==> config.mk <==
export PLATFORM = sky130hd
export DESIGN_NAME = div_float16
export DESIGN_NICKNAME = d
export VERILOG_FILES = /design/src/rtl/fp16_pkg.sv /design/src/rtl/fp16_lzc.sv /design/src/rtl/div_float16.sv
export SDC_FILE = /design/constraint.sdc
export NUM_CORES = 1
export LEC_CHECK = 0
export CAP_MARGIN = 20
export CORE_ASPECT_RATIO = 2
export CORE_UTILIZATION = 55
export CTS_BUF_LIST = sky130_fd_sc_hd__clkbuf_8 sky130_fd_sc_hd__clkbuf_16
export CTS_CLUSTER_DIAMETER = 100
export DETAILED_ROUTE_END_ITERATION = 10
export PLACE_DENSITY = 0.78
export SYNTH_ARGS = -nofsm -noshare
export SYNTH_HDL_FRONTEND = slang
export SYNTH_HIERARCHICAL = 1
export SYNTH_SLANG_ARGS = --single-unit
==> constraint.sdc <==
create_clock -name clk -period 3.7 [get_ports clk]
set_input_delay 0.37 -clock clk [delete_from_list [all_inputs] [get_ports clk]]
set_output_delay 0.37 -clock clk [all_outputs]
set_load 0.01 [all_outputs]
==> src/rtl/fp16_pkg.sv <==
// Shared binary16 definitions for the fp16 divider and multiplier.
package fp16_pkg;

  localparam int EXP_W = 5;
  localparam int MAN_W = 10;
  localparam int BIAS = 15;
  localparam logic [14:0] MAX_FINITE = 15'h7BFF;
  localparam int QBITS = 12;
  localparam int DENORM_CAP = 13;

  typedef enum logic [2:0] {
    IDLE,
    PREP,
    ALIGN,
    ITER,
    DENORM,
    ROUND,
    DONE
  } state_e;

  // Zero test on the magnitude only, so -0 counts as zero
  function automatic logic is_zero(input logic [15:0] v);
    return v[14:0] == 15'h0000;
  endfunction

endpackage

==> src/rtl/fp16_lzc.sv <==
// Combinational leading-zero counter over an 11-bit significand.
module fp16_lzc
  import fp16_pkg::*;
(
  input  logic [MAN_W:0] din_i,
  output logic [3:0]     count_o
);

  // Scan LSB to MSB so the highest set bit decides the final count
  always_comb begin
    count_o = 4'd11;
    for (int i = 0; i <= MAN_W; i++) begin
      if (din_i[i]) count_o = 4'(MAN_W - i);
    end
  end

endmodule

==> src/rtl/div_float16.sv <==
// Sequential binary16 divider: restoring radix-2 mantissa division with
// round-to-nearest-even. Saturates instead of producing Inf/NaN.
module div_float16
  import fp16_pkg::*;
(
  input  logic        clk,
  input  logic        rst_n,
  input  logic [15:0] data1,
  input  logic [15:0] data2,
  input  logic        data_valid,
  output logic [15:0] result,
  output logic        complete,
  output logic        busy
);

  state_e                         state_q;
  logic [15:0]                    a_q, b_q;
  logic                           sign_q, a_zero_q, b_zero_q, sticky_q;
  logic signed [7:0]              e_q;
  logic [QBITS-1:0]               rem_q, quo_q;
  logic [MAN_W:0]                 mb_q;
  logic [3:0]                     cnt_q;
  logic [15:0]                    result_q;
  logic                           complete_q, busy_q;

  logic                           accept;
  logic [3:0]                     lzc_a, lzc_b;
  logic [MAN_W:0]                 ma_d, mb_d;
  logic signed [7:0]              ea_d, eb_d, e_prep_d;
  logic                           rem_ge;
  logic [QBITS-1:0]               rem_rest, rem_d;
  logic signed [7:0]              dn_amt;
  logic [3:0]                     dn_shift;
  logic [QBITS+DENORM_CAP-1:0]    dn_wide;
  logic                           rnd_inc, rnd_carry;
  logic [QBITS-1:0]               rnd_sum;
  logic signed [7:0]              e_rnd;
  logic [15:0]                    res_d;

  // A new request is also taken in DONE so operations can run back to back
  assign accept   = data_valid && (state_q == IDLE || state_q == DONE);
  assign result   = result_q;
  assign complete = complete_q;
  assign busy     = busy_q;

  fp16_lzc u_lzc_a (.din_i({1'b0, a_q[MAN_W-1:0]}), .count_o(lzc_a));
  fp16_lzc u_lzc_b (.din_i({1'b0, b_q[MAN_W-1:0]}), .count_o(lzc_b));

  // Normalize both operands to 1.xxx; subnormals get exponent 1-lzc
  always_comb begin
    if (a_q[14:MAN_W] != '0) begin
      ma_d = {1'b1, a_q[MAN_W-1:0]};
      ea_d = $signed({3'b000, a_q[14:MAN_W]});
    end else begin
      ma_d = {1'b0, a_q[MAN_W-1:0]} << lzc_a;
      ea_d = 8'sd1 - $signed({4'b0000, lzc_a});
    end
    if (b_q[14:MAN_W] != '0) begin
      mb_d = {1'b1, b_q[MAN_W-1:0]};
      eb_d = $signed({3'b000, b_q[14:MAN_W]});
    end else begin
      mb_d = {1'b0, b_q[MAN_W-1:0]} << lzc_b;
      eb_d = 8'sd1 - $signed({4'b0000, lzc_b});
    end
    e_prep_d = ea_d - eb_d + 8'(BIAS);
  end

  // One restoring step: subtract the divisor when it fits, then shift left
  always_comb begin
    rem_ge   = rem_q >= {1'b0, mb_q};
    rem_rest = rem_ge ? (rem_q - {1'b0, mb_q}) : rem_q;
    rem_d    = rem_rest << 1;
  end

  // Right-shift amount for subnormal results, capped so everything lands in sticky
  always_comb begin
    dn_amt   = 8'sd1 - e_q;
    dn_shift = (dn_amt > $signed(8'(DENORM_CAP))) ? 4'(DENORM_CAP) : dn_amt[3:0];
    dn_wide  = {quo_q, {DENORM_CAP{1'b0}}} >> dn_shift;
  end

  // RNE rounding and final result selection; carry into the exponent covers
  // both subnormal-to-normal and 1.111..-to-2.0
  always_comb begin
    rnd_inc   = quo_q[0] & (sticky_q | quo_q[1]);
    rnd_sum   = {1'b0, quo_q[QBITS-1:1]} + {{(QBITS-1){1'b0}}, rnd_inc};
    rnd_carry = (e_q == 8'sd0) ? rnd_sum[MAN_W] : rnd_sum[MAN_W+1];
    e_rnd     = e_q + $signed({7'b0000000, rnd_carry});
    if (b_zero_q) begin
      res_d = {sign_q, MAX_FINITE};
    end else if (a_zero_q) begin
      res_d = {sign_q, 15'h0000};
    end else if (e_q >= 8'sd31 || e_rnd >= 8'sd31) begin
      res_d = {sign_q, MAX_FINITE};
    end else begin
      res_d = {sign_q, e_rnd[EXP_W-1:0], rnd_sum[MAN_W-1:0]};
    end
  end

  // Control FSM and datapath registers; ITER spends one extra cycle to fold
  // the final remainder into sticky, giving the fixed 18-cycle schedule
  always_ff @(posedge clk or negedge rst_n) begin
    if (!rst_n) begin
      state_q    <= IDLE;
      a_q        <= '0;
      b_q        <= '0;
      sign_q     <= 1'b0;
      a_zero_q   <= 1'b0;
      b_zero_q   <= 1'b0;
      sticky_q   <= 1'b0;
      e_q        <= '0;
      rem_q      <= '0;
      quo_q      <= '0;
      mb_q       <= '0;
      cnt_q      <= '0;
      result_q   <= '0;
      complete_q <= 1'b0;
      busy_q     <= 1'b0;
    end else begin
      case (state_q)
        IDLE: begin
          if (accept) begin
            a_q     <= data1;
            b_q     <= data2;
            busy_q  <= 1'b1;
            state_q <= PREP;
          end
        end
        PREP: begin
          sign_q   <= a_q[15] ^ b_q[15];
          a_zero_q <= is_zero(a_q);
          b_zero_q <= is_zero(b_q);
          rem_q    <= {1'b0, ma_d};
          mb_q     <= mb_d;
          e_q      <= e_prep_d;
          quo_q    <= '0;
          sticky_q <= 1'b0;
          cnt_q    <= '0;
          state_q  <= ALIGN;
        end
        ALIGN: begin
          if (rem_q < {1'b0, mb_q}) begin
            rem_q <= rem_q << 1;
            e_q   <= e_q - 8'sd1;
          end
          state_q <= ITER;
        end
        ITER: begin
          if (cnt_q == 4'(QBITS)) begin
            sticky_q <= (rem_q != '0);
            state_q  <= DENORM;
          end else begin
            quo_q <= {quo_q[QBITS-2:0], rem_ge};
            rem_q <= rem_d;
            cnt_q <= cnt_q + 4'd1;
          end
        end
        DENORM: begin
          if (e_q <= 8'sd0) begin
            quo_q    <= dn_wide[QBITS+DENORM_CAP-1:DENORM_CAP];
            sticky_q <= sticky_q | (|dn_wide[DENORM_CAP-1:0]);
            e_q      <= '0;
          end
          state_q <= ROUND;
        end
        ROUND: begin
          result_q   <= res_d;
          complete_q <= 1'b1;
          state_q    <= DONE;
        end
        DONE: begin
          complete_q <= 1'b0;
          if (accept) begin
            a_q     <= data1;
            b_q     <= data2;
            state_q <= PREP;
          end else begin
            busy_q  <= 1'b0;
            state_q <= IDLE;
          end
        end
        default: state_q <= IDLE;
      endcase
    end
  end

endmodule

=== After elaboration in Yosys (flattened, before gate mapping) ===
Index checks and enable logic that the tools add are counted.

* Order comparisons: 6
* Reduce and logical (&&, ||, !) cells: 26
* Equal/unequal tests: 13
* Muxes and demuxes: 52
* Shifts and indexed selects: 3
* Div/mod/pow operators: 0
* Multiply operators: 0
* Add/sub/neg operators: 10
* Bitwise gates (word level): 4

{| class="wikitable"
|+ Operator list
! operator !! count
|-
| 12-bit case mux with 3 select lines || 2
|-
| 4-bit 2-to-1 mux || 16
|-
| 12-bit 2-to-1 mux || 4
|-
| 15-bit 2-to-1 mux || 3
|-
| 11-bit 2-to-1 mux || 3
|-
| 8-bit 2-to-1 mux || 4
|-
| 15-bit logical NOT || 2
|-
| 25-bit by 4-bit right shift with 25-bit output || 1
|-
| 8-bit case mux with 3 select lines || 1
|-
| 10-bit by 4-bit << shifter with 11-bit output || 2
|-
| 3-bit case mux with 7 select lines || 1
|-
| 8-bit by 6-bit >= comparator with 1-bit output (second input constant) || 2
|-
| 3-bit AND reduction || 5
|-
| 13-bit OR reduction || 1
|-
| 11-bit by 1-bit adder with 12-bit output || 1
|-
| 12-bit by 11-bit >= comparator with 1-bit output || 1
|-
| 12-bit by 11-bit less-than comparator with 1-bit output || 1
|-
| 2-bit != test (second input constant) || 6
|-
| 12-bit nonzero test || 1
|-
| 11-bit subtractor || 1
|-
| 5-bit nonzero test || 2
|-
| 1-bit by 4-bit subtractor with 5-bit output (first input constant) || 2
|-
| 3-bit equality test (second input constant) || 3
|-
| 3-bit nonzero test || 3
|-
| 27 further kinds || 46
|}

* Memories kept: 0
* Bits in latches: 0
* Register bits: 104
* Bits in writable memories: 0
* ROM bits: 0
* Word-level logic and storage cells: 129
* Output and inout bits: 18
* Input port bits: 35

=== Longest topological paths before layout ===
* Depth after elaboration: 15
* Gate-level depth with buffers: 19
* Gate-level depth less buffers: 17

=== Cells and area by module ===
Netlist, hierarchy kept.

{| class="wikitable"
|+ By module, submodules not included
! module !! area each (µm²) !! times used !! seq. area each (µm²) !! cells each
|-
| div_float16 || 7846.3 || 1 || 2602.5 || 935
|-
| fp16_lzc || 110.1 || 2 || 0.0 || 17
|}

=== Worst setup path after synthesis ===
No wires, ideal clock.

* Path type: register to register
* Start point: register quo_q[0]
* End point: register result_q[13], in the netlist result[13]
* Stages on the path, launching flop included: 20
* Buffers on the path: 2
* Slack: -0.037 ns
* Library setup time: 0.135 ns
* Data required time: 3.565 ns
* Arrival time: 3.602 ns
* Clock period less this slack: 3.737 ns
* Cells stage by stage: dfrtp_1 clkbuf_1 and2_1 ha_1 and3_1 and3_1 and3_1 nor3b_1 a31oi_1 o21ai_0 ha_1 ha_1 xnor2_1 o21ai_0 and3b_1 o21ai_0 clkbuf_1 a21oi_1 nor2_1 o21ai_0

* Cells in the longest elaborated chain, start to end: 9

{| class="wikitable"
|+ RTL lines
! element !! line !! source
|-
| from (decl) || div_float16.sv:20 || <nowiki>logic [QBITS-1:0] rem_q, quo_q;</nowiki>
|-
| from (signal assigned) || div_float16.sv:153 || <nowiki>quo_q <= {quo_q[QBITS-2:0], rem_ge};</nowiki>
|-
| from (signal assigned) || div_float16.sv:160 || <nowiki>quo_q <= dn_wide[QBITS+DENORM_CAP-1:DENORM_CAP];</nowiki>
|-
| 1-bit AND * || div_float16.sv:85 || <nowiki>rnd_inc = quo_q[0] & (sticky_q | quo_q[1]);</nowiki>
|-
| 11-bit by 1-bit adder with 12-bit output * || div_float16.sv:86 || <nowiki>rnd_sum = {1'b0, quo_q[QBITS-1:1]} + {{(QBITS-1){1'b0}}, rnd_inc};</nowiki>
|-
| 1-bit 2-to-1 mux * || div_float16.sv:87 || <nowiki>rnd_carry = (e_q == 8'sd0) ? rnd_sum[MAN_W] : rnd_sum[MAN_W+1];</nowiki>
|-
| 8-bit by 2-bit adder with 8-bit output * || div_float16.sv:88 || <nowiki>e_rnd = e_q + $signed({7'b0000000, rnd_carry});</nowiki>
|-
| 8-bit by 6-bit >= comparator with 1-bit output || div_float16.sv:93 || <nowiki>end else if (e_q >= 8'sd31 || e_rnd >= 8'sd31) begin</nowiki>
|-
| 1-bit logical OR || div_float16.sv:93 ||
|-
| 15-bit 2-to-1 mux * || div_float16.sv:93 ||
|-
| 15-bit 2-to-1 mux * || div_float16.sv:91 || <nowiki>end else if (a_zero_q) begin</nowiki>
|-
| 15-bit 2-to-1 mux * || div_float16.sv:89 || <nowiki>if (b_zero_q) begin</nowiki>
|-
| to (signal assigned) || div_float16.sv:167 || <nowiki>result_q <= res_d;</nowiki>
|-
| to (decl) || div_float16.sv:23 || <nowiki>logic [15:0] result_q;</nowiki>
|}

Every way passes the cells marked *; elsewhere a longest branch is shown, timed or not.
A chain may end at the register's enable or synchronous reset.

=== Worst setup path in the final report ===
* Start point: register a_q[9]
* End point: register e_q[7]

* Cells in the longest elaborated chain, start to end: 6

{| class="wikitable"
|+ RTL lines
! element !! line !! source
|-
| from (decl) || div_float16.sv:17 || <nowiki>logic [15:0] a_q, b_q;</nowiki>
|-
| from (signal assigned) || div_float16.sv:123 || <nowiki>a_q <= data1;</nowiki>
|-
| from (signal assigned) || div_float16.sv:174 || <nowiki>a_q <= data1;</nowiki>
|-
| 4-bit 2-to-1 mux || fp16_lzc.sv:13 || <nowiki>if (din_i[i]) count_o = 4'(MAN_W - i);</nowiki>
|-
| via lzc_a[2] || div_float16.sv:27 || <nowiki>logic [3:0] lzc_a, lzc_b;</nowiki>
|-
| 1-bit by 4-bit subtractor with 5-bit output || div_float16.sv:56 || <nowiki>ea_d = 8'sd1 - $signed({4'b0000, lzc_a});</nowiki>
|-
| 8-bit 2-to-1 mux || div_float16.sv:51 || <nowiki>if (a_q[14:MAN_W] != '0) begin</nowiki>
|-
| 8-bit subtractor || div_float16.sv:65 || <nowiki>e_prep_d = ea_d - eb_d + 8'(BIAS);</nowiki>
|-
| 8-bit by 5-bit adder with 8-bit output || div_float16.sv:65 ||
|-
| 8-bit case mux with 3 select lines || div_float16.sv:120 || <nowiki>case (state_q)</nowiki>
|-
| to (signal assigned) || div_float16.sv:135 || <nowiki>e_q <= e_prep_d;</nowiki>
|-
| to (signal assigned) || div_float16.sv:144 || <nowiki>e_q <= e_q - 8'sd1;</nowiki>
|-
| to (decl) || div_float16.sv:19 || <nowiki>logic signed [7:0] e_q;</nowiki>
|}

The timed path passes the listed nets, and every way through them passes these cells.

==> results.sh <==
export IMPL_leakagePower_nw=4.05
export IMPL_crit_family="compound AO/OA/AOI/OAI gates"
export IMPL_post_cts_buffers=0
export IMPL_status="complete, no violations"
export IMPL_multi_input_area_um2=5120
export IMPL_grt_pass1_wl_mm=41.7
export IMPL_fillCellCount=1259
export IMPL_port_buffers=52
export IMPL_clock_sink_count=104
export IMPL_relSlewSlack_pct=38.3
export IMPL_core_um2=14400
export IMPL_cap_violations=0
export IMPL_hold_class="primary input to asynchronous set/reset pin"
export IMPL_fin_setup_tns_ps=0
export IMPL_syn_avg_cell_area_um2=8.32
export IMPL_viasPerCell=6.47
export IMPL_layout_cells_non_filler=1246
export IMPL_detailed_place_hpwl_mm=19.4
export IMPL_die_x_um=87.6
export IMPL_grt_start_max_net_pins=53
export IMPL_cts_tree="built"
export IMPL_fin_crit_ps=3490
export IMPL_grt_pass1_vias=8178
export IMPL_start_kind="flop"
export IMPL_pin_count=53
export IMPL_place_congestion=1.08
export IMPL_crit_fanout=3
export IMPL_clk_pin_slew_ps=80
export IMPL_slowest_stage="fa_1"
export IMPL_area_growth_pct=17.5
export IMPL_numCtsBuffers=9
export IMPL_p_per_area_nw_per_um2=1060
export IMPL_ys_ff_latch=104
export IMPL_grt_use_total_pct=36.2
export IMPL_clk_latency_ps=360
export IMPL_drc_errors=0
export IMPL_clock_path_buffers=2
export IMPL_ff_latch_area_um2=2600
export IMPL_rows=62
export IMPL_htree_levels=3
export IMPL_wl_mm=25.8
export IMPL_tightest_slew_ps=923
export IMPL_synth_edff_count=0
export IMPL_overflow=0
export IMPL_placed_cells=1230
export IMPL_drt_pass1_iterations=6
export IMPL_ys_warnings_count=6
export IMPL_max_stage_delay_ps=480
export IMPL_crit_chain="nor2_1 > nand2_1 > a21oi_1 > clkinv_1 > ha_1 > a21o_1 > ha_1 > fa_1 > a21o_1 > a21oi_1 > nor2b_1 > a2111oi_2 > a31oi_1 > o32ai_1 > a22o_1"
export IMPL_wl_per_cell_um=20.7
export IMPL_initial_utilization_pct=56.2
export IMPL_final_common_cell="dfrtp_1"
export IMPL_antenna_found_initial=1
export IMPL_chipHeight_um=173
export IMPL_final_layout_size_suffix_gt1_share_pct=15.5
export IMPL_syn_inst=969
export IMPL_worst_ep_required_time_ps=4000
export IMPL_final_max_slew_viol_count=0
export IMPL_layout_common_cells="dfrtp_1, nand2_1, nor2_1"
export IMPL_critPathKind="flop to flop"
export IMPL_fin_skew_ps=14.5
export IMPL_finalSetupViolations=0
export IMPL_seq_area_frac_synth_pct=32.3
export IMPL_num_vias=8058
export IMPL_cts_root_buf="clkbuf_16"
export IMPL_post_route_period_util_pct=94.4
export IMPL_ir_worst_vdd_mv=0.588
export IMPL_worst_path_buf_inv=1
export IMPL_syn_area_um2=8070
export IMPL_critPathCaptureType="flop"
export IMPL_final_nets=1123
export IMPL_rsz0062_at_grt="no"
export IMPL_hold_viol_final=0
export IMPL_async_flop_share_pct=100
export IMPL_die_area_um2=15200
export IMPL_fmax_mhz=286
export IMPL_yosysUniqueCellTypes=74
export IMPL_crit_arrival_ps=3800
export IMPL_drt_iter0_drc=623
export IMPL_ant_nets=0
export IMPL_ys_flop_type="dfrtp_1"
cell type report:
cell class	instances	area share, %
multi-input combinational	769	54.0
sequential	104	27.5
timing repair buffer	127	11.4
tap	192	2.53
clock buffer	9	2.38
inverter	38	1.50
clock inverter	6	0.660
antenna	1	0.0264
state kept, by name, indices dropped and copies added, names as in the netlist:
name      cells
a_q          16
b_q          16
result       16
quo_q        12
rem_q        12
mb_q         11
e_q           8
cnt_q         4
state_q       3
a_zero_q      1
b_zero_q      1
busy          1
complete      1
sign_q        1
sticky_q      1
worst reg2reg max path, delay by kind of cell (launching register included):
kind	cells	cell delay, ps
compound gates	8	1480
fa+ha+maj	3	1090
flops	1	380
simple gates	3	360
buf+inv	1	140
repair_timing:
action,4_1_cts,5_1_grt
endpoints found under the setup margin,0,17
hold buffers,0,0
resized for setup,0,11
report_power, final:
| group | internal (mW) | switching [mW] |
|---|---|---|
| clock | 0.519 | 0.445 |
| sequential | 1.68 | 0.532 |
| combinational | 2.92 | 3.94 |
through the flow:
stage          power, mW  cell area [um^2]  worst slack (ps)  utilization (%)  hold slack, ps
6_report            10.0              9480               206             66.1            39.8
5_1_grt             10.8              9480              26.4             66.0             108
4_1_cts             9.82              9450              74.8             65.8            65.5
3_5_place_dp        8.83              9160               121             63.8             448
3_3_place_gp        8.71              9160               276             63.8             443
2_1_floorplan       6.59              8090              19.6                -            74.4
cell families (layout without fill, tap and decap cells):
family                   after synthesis  after routing  synth area share [%]
AND/OR/NAND/NOR                      325            325                  19.2
flip-flops                           104            104                  32.3
XOR/XNOR                              25             25                  2.71
multiplexers                          62             62                  8.93
adder cells (fa/ha/maj)               39             39                  6.24
other                                  1              7                0.0465
AO/OA/AOI/OAI                        312            312                  25.7
buffers and inverters                101            180                  4.93
Yosys cell counts (all sizes together), types with 5 or more instances:
cell | instances | share of area (%)
nand2b | 15 | 1.2
xor2 | 10 | 1.1
nor3 | 23 | 1.4
a211oi | 25 | 2.5
o211ai | 11 | 1.0
or2 | 6 | 0.47
o31ai | 8 | 0.74
or3 | 7 | 0.54
inv | 36 | 1.7
a21oi | 76 | 4.8
a21o | 12 | 1.1
buf | 9 | 0.65
and3 | 10 | 0.78
o22ai | 9 | 0.70
a22oi | 7 | 0.65
and2 | 5 | 0.39
o21ai | 80 | 5.0
clkbuf | 54 | 2.5
nand2 | 102 | 4.8
dfrtp | 104 | 32
xnor2 | 15 | 1.6
a221oi | 15 | 1.8
nand4 | 9 | 0.78
mux2i | 18 | 2.2
mux2 | 40 | 5.6
nand3 | 20 | 1.2
a22o | 7 | 0.76
a21boi | 6 | 0.56
a32oi | 5 | 0.54
nor2b | 19 | 1.5
a31oi | 12 | 0.93
nor2 | 84 | 3.9
nor4 | 11 | 0.85
ha | 37 | 5.7
layer usage:
metal,global-route usage (%),routed length (um),vias up
met4,33.3,2690,0
met3,8.52,1450,200
met1,33.7,8230,3784
met5,0,0,-
li1,-,-,3707
met2,62.6,13400,367
final timing paths:
path | start | endpoint | slack [ps] | cells after the start
setup / recovery | a_q[9] | e_q[7] | 210 | 15
hold / removal | rst_n | result[2] | 40 | 1
setup reg to reg | a_q[9] | e_q[7] | 210 | 15
hold reg to reg | result[9] | result[9] | 480 | 2
max in group asynchronous | rst_n | b_q[4] | 2750 | 2
min in group clk | result[9] | result[9] | 480 | 2
Power figures use the tool's default switching activity.
